**src/rtl/ramb16_s18_rd_stream_if.sv**
```systemverilog
// Bus bundles for the read-stream drain stage: RAM port B and output stream.
// Latency: none; these are wiring only.
// Backpressure: the stream slave throttles the master through DREADY.

interface ramb16_s18_rd_stream_ram_if;
    logic        ENB;
    logic        WEB;
    logic        SSRB;
    logic [9:0]  ADDRB;
    logic [15:0] DOB;
    logic [1:0]  DOPB;

    modport master (output ENB, output WEB, output SSRB, output ADDRB,
                    input  DOB, input  DOPB);
    modport slave  (input  ENB, input  WEB, input  SSRB, input  ADDRB,
                    output DOB, output DOPB);
endinterface

interface ramb16_s18_rd_stream_if;
    logic [15:0] DOUT;
    logic [1:0]  DOUTP;
    logic        DVALID;
    logic        DREADY;
    logic        DLAST;
    logic        DPERR;

    modport master (output DOUT, output DOUTP, output DVALID, output DLAST,
                    output DPERR, input DREADY);
    modport slave  (input  DOUT, input  DOUTP, input  DVALID, input  DLAST,
                    input  DPERR, output DREADY);
endinterface

```
**src/rtl/ramb16_s18_rd_stream.sv**
```systemverilog
// Streams LEN words from a 1Kx18 block-RAM port B, checking per-byte parity.
// Latency: START to first DVALID is 3 cycles; 1 word/cycle sustained with FIFO_DEPTH>=2.
// Backpressure: reads are only issued when the skid FIFO can absorb them; DREADY=0 stalls.

module ramb16_s18_rd_stream #(
    parameter bit PARITY_ODD = 1'b0,
    parameter int FIFO_DEPTH = 2
) (
    input  logic        CLK,
    input  logic        SSR_N,
    input  logic        START,
    input  logic [9:0]  BASE,
    input  logic [10:0] LEN,
    ramb16_s18_rd_stream_ram_if.master ram,
    ramb16_s18_rd_stream_if.master     strm,
    output logic        BUSY,
    output logic        DONE,
    output logic [7:0]  ERR_CNT
);

    localparam int PW = (FIFO_DEPTH > 1) ? $clog2(FIFO_DEPTH) : 1;
    localparam int OW = $clog2(FIFO_DEPTH + 1);

    typedef enum logic [1:0] {IDLE, ISSUE, DRAIN} state_t;

    typedef struct packed {
        logic        perr;
        logic        last;
        logic [1:0]  par;
        logic [15:0] dat;
    } entry_t;

    state_t          state_q, state_d;
    logic [9:0]      addr_q, addr_d;
    logic [10:0]     rem_q, rem_d;
    logic            infl_q, infl_d;
    logic            infl_last_q, infl_last_d;
    entry_t          fifo_q [FIFO_DEPTH];
    entry_t          fifo_d [FIFO_DEPTH];
    logic [PW-1:0]   wr_ptr_q, wr_ptr_d;
    logic [PW-1:0]   rd_ptr_q, rd_ptr_d;
    logic [OW-1:0]   occ_q, occ_d;
    logic            done_q, done_d;
    logic [7:0]      err_q, err_d;

    logic            issue;
    logic            pop;
    logic            push;
    logic            dvalid;
    entry_t          head;
    entry_t          push_ent;
    logic [OW:0]     fill_lhs;
    logic [OW:0]     fill_rhs;

    function automatic logic [PW-1:0] ptr_inc(input logic [PW-1:0] p);
        return (p == PW'(FIFO_DEPTH - 1)) ? '0 : p + PW'(1);
    endfunction

    assign dvalid   = (occ_q != '0);
    assign pop      = dvalid & strm.DREADY;
    assign push     = infl_q;
    assign head     = fifo_q[rd_ptr_q];
    // Words already stored plus the one on the RAM output, minus the one leaving now.
    assign fill_lhs = {1'b0, occ_q} + (OW+1)'(infl_q);
    assign fill_rhs = (OW+1)'(FIFO_DEPTH) + (OW+1)'(pop);

    // State and control registers; reset discards the FIFO and any in-flight read.
    always_ff @(posedge CLK) begin
        if (!SSR_N) begin
            state_q     <= IDLE;
            addr_q      <= '0;
            rem_q       <= '0;
            infl_q      <= 1'b0;
            infl_last_q <= 1'b0;
            wr_ptr_q    <= '0;
            rd_ptr_q    <= '0;
            occ_q       <= '0;
            done_q      <= 1'b0;
            err_q       <= '0;
        end else begin
            state_q     <= state_d;
            addr_q      <= addr_d;
            rem_q       <= rem_d;
            infl_q      <= infl_d;
            infl_last_q <= infl_last_d;
            wr_ptr_q    <= wr_ptr_d;
            rd_ptr_q    <= rd_ptr_d;
            occ_q       <= occ_d;
            done_q      <= done_d;
            err_q       <= err_d;
        end
    end

    // FIFO storage; contents are qualified by occupancy so need no reset.
    always_ff @(posedge CLK) begin
        fifo_q <= fifo_d;
    end

    // Next-state: burst start, end of issuing, and completion on the last transfer.
    always_comb begin
        state_d = state_q;
        case (state_q)
            IDLE:    if (START && (LEN != 11'd0)) state_d = ISSUE;
            ISSUE:   if (issue && (rem_q == 11'd1)) state_d = DRAIN;
            DRAIN:   if (pop && head.last) state_d = IDLE;
            default: state_d = IDLE;
        endcase
    end

    // FSM outputs: issue a read only while the FIFO is guaranteed room for it.
    always_comb begin
        issue = 1'b0;
        BUSY  = (state_q != IDLE);
        if ((state_q == ISSUE) && (fill_lhs < fill_rhs)) begin
            issue = 1'b1;
        end
    end

    // Datapath: address/count stepping, parity check on push, FIFO pointers, error count.
    always_comb begin
        addr_d      = addr_q;
        rem_d       = rem_q;
        infl_d      = issue;
        infl_last_d = issue && (rem_q == 11'd1);
        done_d      = 1'b0;
        if ((state_q == IDLE) && START) begin
            if (LEN != 11'd0) begin
                addr_d = BASE;
                rem_d  = LEN;
            end else begin
                done_d = 1'b1;
            end
        end else if (issue) begin
            addr_d = addr_q + 10'd1;
            rem_d  = rem_q - 11'd1;
        end
        if ((state_q == DRAIN) && pop && head.last) begin
            done_d = 1'b1;
        end

        push_ent.dat  = ram.DOB;
        push_ent.par  = ram.DOPB;
        push_ent.last = infl_last_q;
        push_ent.perr = (ram.DOPB[0] != ((^ram.DOB[7:0])  ^ PARITY_ODD)) |
                        (ram.DOPB[1] != ((^ram.DOB[15:8]) ^ PARITY_ODD));

        fifo_d = fifo_q;
        if (push) begin
            fifo_d[wr_ptr_q] = push_ent;
        end
        wr_ptr_d = push ? ptr_inc(wr_ptr_q) : wr_ptr_q;
        rd_ptr_d = pop  ? ptr_inc(rd_ptr_q) : rd_ptr_q;

        case ({push, pop})
            2'b10:   occ_d = occ_q + OW'(1);
            2'b01:   occ_d = occ_q - OW'(1);
            default: occ_d = occ_q;
        endcase

        err_d = err_q;
        if (pop && head.perr && (err_q != 8'hFF)) begin
            err_d = err_q + 8'd1;
        end
    end

    assign ram.ENB     = issue;
    assign ram.ADDRB   = addr_q;
    assign ram.WEB     = 1'b0;
    assign ram.SSRB    = 1'b0;
    assign strm.DVALID = dvalid;
    assign strm.DOUT   = head.dat;
    assign strm.DOUTP  = head.par;
    assign strm.DLAST  = dvalid & head.last;
    assign strm.DPERR  = dvalid & head.perr;
    assign DONE        = done_q;
    assign ERR_CNT     = err_q;

endmodule

```
**src/flat_wrapper.sv**
```systemverilog
// flat-port wrapper written by rule: the top's interface ports become plain ports
module ramb16_s18_rd_stream_flat 
#(
    parameter bit PARITY_ODD = 1'b0,
    parameter int FIFO_DEPTH = 2
)
  (CLK, SSR_N, START, BASE, LEN, BUSY, DONE, ERR_CNT, ram_ENB, ram_WEB, ram_SSRB, ram_ADDRB, ram_DOB, ram_DOPB, strm_DOUT, strm_DOUTP, strm_DVALID, strm_DLAST, strm_DPERR, strm_DREADY);
  ramb16_s18_rd_stream_ram_if ram_i ();
  ramb16_s18_rd_stream_if strm_i ();
  input  logic CLK;
  input  logic SSR_N;
  input  logic START;
  input  logic [9:0] BASE;
  input  logic [10:0] LEN;
  output logic BUSY;
  output logic DONE;
  output logic [7:0] ERR_CNT;
  output wire logic [$bits(ram_i.ENB)-1:0] ram_ENB;
  output wire logic [$bits(ram_i.WEB)-1:0] ram_WEB;
  output wire logic [$bits(ram_i.SSRB)-1:0] ram_SSRB;
  output wire logic [$bits(ram_i.ADDRB)-1:0] ram_ADDRB;
  input wire logic [$bits(ram_i.DOB)-1:0] ram_DOB;
  input wire logic [$bits(ram_i.DOPB)-1:0] ram_DOPB;
  output wire logic [$bits(strm_i.DOUT)-1:0] strm_DOUT;
  output wire logic [$bits(strm_i.DOUTP)-1:0] strm_DOUTP;
  output wire logic [$bits(strm_i.DVALID)-1:0] strm_DVALID;
  output wire logic [$bits(strm_i.DLAST)-1:0] strm_DLAST;
  output wire logic [$bits(strm_i.DPERR)-1:0] strm_DPERR;
  input wire logic [$bits(strm_i.DREADY)-1:0] strm_DREADY;
  assign ram_ENB = ram_i.ENB;
  assign ram_WEB = ram_i.WEB;
  assign ram_SSRB = ram_i.SSRB;
  assign ram_ADDRB = ram_i.ADDRB;
  assign ram_i.DOB = ram_DOB;
  assign ram_i.DOPB = ram_DOPB;
  assign strm_DOUT = strm_i.DOUT;
  assign strm_DOUTP = strm_i.DOUTP;
  assign strm_DVALID = strm_i.DVALID;
  assign strm_DLAST = strm_i.DLAST;
  assign strm_DPERR = strm_i.DPERR;
  assign strm_i.DREADY = strm_DREADY;
  ramb16_s18_rd_stream #(.PARITY_ODD(PARITY_ODD), .FIFO_DEPTH(FIFO_DEPTH)) u_core (.CLK(CLK), .SSR_N(SSR_N), .START(START), .BASE(BASE), .LEN(LEN), .ram(ram_i), .strm(strm_i), .BUSY(BUSY), .DONE(DONE), .ERR_CNT(ERR_CNT));
endmodule
```
**config.mk**
```make
export PLATFORM = sky130hd
export DESIGN_NAME = ramb16_s18_rd_stream_flat
export DESIGN_NICKNAME = d
export VERILOG_FILES = /design/src/rtl/ramb16_s18_rd_stream_if.sv /design/src/rtl/ramb16_s18_rd_stream.sv /design/src/flat_wrapper.sv
export SDC_FILE = /design/constraint.sdc
export NUM_CORES = 1
export LEC_CHECK = 0
export BUFFER_PORTS_ARGS = -buffer_cell sky130_fd_sc_hd__buf_2
export CORE_MARGIN = 4
export CORE_UTILIZATION = 40
export CTS_BUF_LIST = sky130_fd_sc_hd__clkbuf_8
export CTS_CLUSTER_SIZE = 20
export DETAILED_ROUTE_END_ITERATION = 10
export GPL_ROUTABILITY_DRIVEN = 0
export SYNTH_ARGS = -nofsm -noshare
export SYNTH_HDL_FRONTEND = slang
export SYNTH_SLANG_ARGS = --single-unit
```
**constraint.sdc**
```tcl
create_clock -name CLK -period 2.2 [get_ports CLK]
set_clock_uncertainty 0.2 [all_clocks]
set_input_delay 0.66 -clock CLK [delete_from_list [all_inputs] [get_ports CLK]]
set_output_delay 0.66 -clock CLK [all_outputs]
set_load 0.02 [all_outputs]
```
==> impl_metrics.env <==
export IMPL_status="complete, but fails checks"
export IMPL_failed_checks="negative setup slack"
export IMPL_n_fill_cell=795
export IMPL_setup_violations=1
export IMPL_grtUsageTotal_pct=16.9
export IMPL_clock_sinks=78
export IMPL_synth_edf_count=40
export IMPL_cts_htree_levels=3
export IMPL_drt_iter0_markers=144
export IMPL_cts_made_buffers=9
export IMPL_end_kind="output port"
export IMPL_yosysWarnings=0
export IMPL_avgSynthCellArea_sq_um=10.4
export IMPL_tns_ns=-0.134
export IMPL_place_ws_ns=-0.201
export IMPL_hold_worst_slack_ns=0.243
export IMPL_core_area_sq_um=8850
export IMPL_via_per_inst=5.20
export IMPL_start_kind="flop"
export IMPL_design_area_sq_um=5080
export IMPL_io_pins=87
export IMPL_portBuffers=84
export IMPL_p_leak_nw=2.08
export IMPL_grt_start_max_net_pins=22
export IMPL_wl_met1_mm=3.96
export IMPL_hp_class="flop to flop"
export IMPL_combPwrFrac_pct=35.7
export IMPL_diodes=0
export IMPL_timing_fmax_mhz=429
export IMPL_p_int_w=0.00286
export IMPL_synth_common_cells="edfxtp_1 (40), nor2_1 (39), dfxtp_1 (38), nand2_1 (33), a21oi_1 (26)"
export IMPL_drc=0
export IMPL_dr_pass1_iters=4
export IMPL_clkTransAtPathRegs_ns=0.09
export IMPL_drv_slew=0
export IMPL_ys_flop_type="edfxtp_1"
export IMPL_synthTopCellsByArea="edfxtp_1 (32%), dfxtp_1 (21%), mux2_2 (5.5%)"
export IMPL_fin_crit_ns=2.33
export IMPL_antenna_found_initial=0
export IMPL_arrival_ns=1.47
export IMPL_layout_drive_gt1_share_pct=40.3
export IMPL_wl_met2_mm=4.37
export IMPL_yosys_area_top_type="edfxtp_1"
export IMPL_regArea_sq_um=1970
export IMPL_p_seq_share_pct=40.9
export IMPL_grt_pass1_vias=3092
export IMPL_syn_inst=355
export IMPL_drtAntennaViolNets=0
export IMPL_power_total_w=0.00428
export IMPL_path_max_fanout=2
export IMPL_finalHoldViolCount=0
export IMPL_grt_pass1_wl_mm=14.9
export IMPL_peakVddDrop_v=0.000452
export IMPL_synthToLayoutAreaGrowth_pct=37.1
export IMPL_p_clk_share_pct=23.4
export IMPL_synth_distinct_cells=53
export IMPL_cts_tree="built"
export IMPL_die_area_sq_um=10900
export IMPL_maxCapViolCount=0
export IMPL_switching_share_pct=33.1
export IMPL_nets=529
export IMPL_routed_wl_met3_um=475
export IMPL_cp_required_ns=1.34
export IMPL_grt_remaining_overflow=0
export IMPL_start_util_pct=41.8
export IMPL_multiInputGateArea_sq_um=1790
export IMPL_synth_seq_area_share_pct=53.0
export IMPL_fin_ws_ns=-0.134
export IMPL_post_dp_cell_area_sq_um=4560
export IMPL_dieHeight_um=104
export IMPL_cts_root_buf="clkbuf_8"
export IMPL_p_switching_w=0.00142
export IMPL_rows=34
export IMPL_yosysTopAreaCellShare_pct=32.4
export IMPL_clockBufferDepth=2
export IMPL_post_route_period_util_pct=106
export IMPL_routed_wl_mm=8.95
export IMPL_async_reset_ff_share_pct=0
export IMPL_vias=3076
export IMPL_synth_seq_cells=78
export IMPL_rsz0062_at_grt="true"
export IMPL_syn_area_sq_um=3700
export IMPL_fp_dieW_um=104
export IMPL_crit_type="flop to output port"
export IMPL_dpl_hpwl_mm=6.37
export IMPL_yosysMostFrequentCell="edfxtp_1"
export IMPL_power_density_nw_per_um2=843
export IMPL_clock_latency_ns=0.35
export IMPL_wl_per_cell_um=15.1
export IMPL_top_layer="met4"
-- stage by stage --
step	utilization, %	cells
after global placement	51.6	573
after global routing	57.4	592
final	57.4	592
after floorplan	-	356
after CTS	56.8	591
after detailed placement	51.6	573
-- layout by cell type, fill, tap and decap left out, types with 12 or more instances in the layout --
cell,count
mux2_4,18
buf_2,63
edfxtp_1,40
buf_4,42
buf_6,20
nor2_1,37
nand2_1,32
a21oi_1,26
o21ai_0,12
dfxtp_1,33
xnor2_1,19
-- timing repair --
action                                  4_1_cts  5_1_grt
buffers inserted                              1        1
hold endpoints to repair                      0        0
hold buffers                                  0        0
endpoints found under the setup margin       21       27
gates resized for setup                      80       11
pin swaps                                     2        3
cloned                                        1        0
-- path summary, 6_finish.rpt --
check	endpoint	startpoint	cells after the start	slack [ns]
worst min-delay path	u_core.fifo_q[18]$_DFFE_PP_	u_core.infl_last_q$_SDFF_PN0_	0	0.24
worst min register to register	u_core.fifo_q[18]$_DFFE_PP_	u_core.infl_last_q$_SDFF_PN0_	0	0.24
worst max register to register	u_core.state_q[0]$_SDFFE_PN0P_	u_core.rem_q[1]$_SDFFE_PN0P_	7	0.09
worst max-delay path	ram_ENB	u_core.infl_q$_SDFF_PN0_	6	-0.13
-- cell type report --
type | instances | share of cell area, %
Sequential cell | 78 | 38.8
Multi-Input combinational cell | 250 | 35.2
Timing Repair Buffer | 131 | 19.0
Tap cell | 108 | 2.66
Clock buffer | 9 | 2.44
Clock inverter | 7 | 1.16
Inverter | 9 | 0.666
-- power by group through the flow --
stage          Sequential (W)  Combinational (W)  Clock, W
6_report              0.00175            0.00153   0.00100
5_1_grt               0.00177            0.00165   0.00109
3_3_place_gp          0.00175            0.00126         0
3_5_place_dp          0.00175            0.00128         0
4_1_cts               0.00174            0.00149   0.00103
2_1_floorplan         0.00178           0.000761         0
-- state kept, by name (all words and copies together), names as in the netlist --
| signal | count |
|---|---|
| u_core.fifo_q | 40 |
| u_core.infl_q | 1 |
| u_core.infl_last_q | 1 |
| u_core.DONE | 1 |
| u_core.rem_q | 11 |
| u_core.ERR_CNT | 8 |
| u_core.occ_q | 2 |
| u_core.rd_ptr_q | 1 |
| u_core.state_q | 2 |
| u_core.wr_ptr_q | 1 |
| u_core.ram.ADDRB | 10 |
-- layer usage --
layer  GRT usage (%)  vias to the layer above
met4            5.89                        0
met2            28.6                       90
met3            3.66                       12
met1            21.1                     1451
li1                -                     1523
met5               0                        -
-- logic make-up (layout without fill, tap and decap cells) --
group                      Yosys count  in the layout  synth area share [%]
and+or+nand+nor                    122            122                  16.4
DFF                                 78             78                  53.0
AOI/OAI and AO/OA                   69             69                  11.8
buffers and inverters               28            156                  3.11
xor gates and xnor gates            27             27                  6.39
muxes                               23             23                  6.83
adders and majority gates            7              7                  2.37
other                                1              2                 0.101
-- critical path, cell delays in order (launching register included) --
cell and delay [ns]:
dfxtp_2 0.34, ha_4 0.16, ha_4 0.16, nor3b_4 0.20, nand2_2 0.11, inv_2 0.06, buf_6 0.11
No activity file was read; power rests on OpenSTA's default activity.
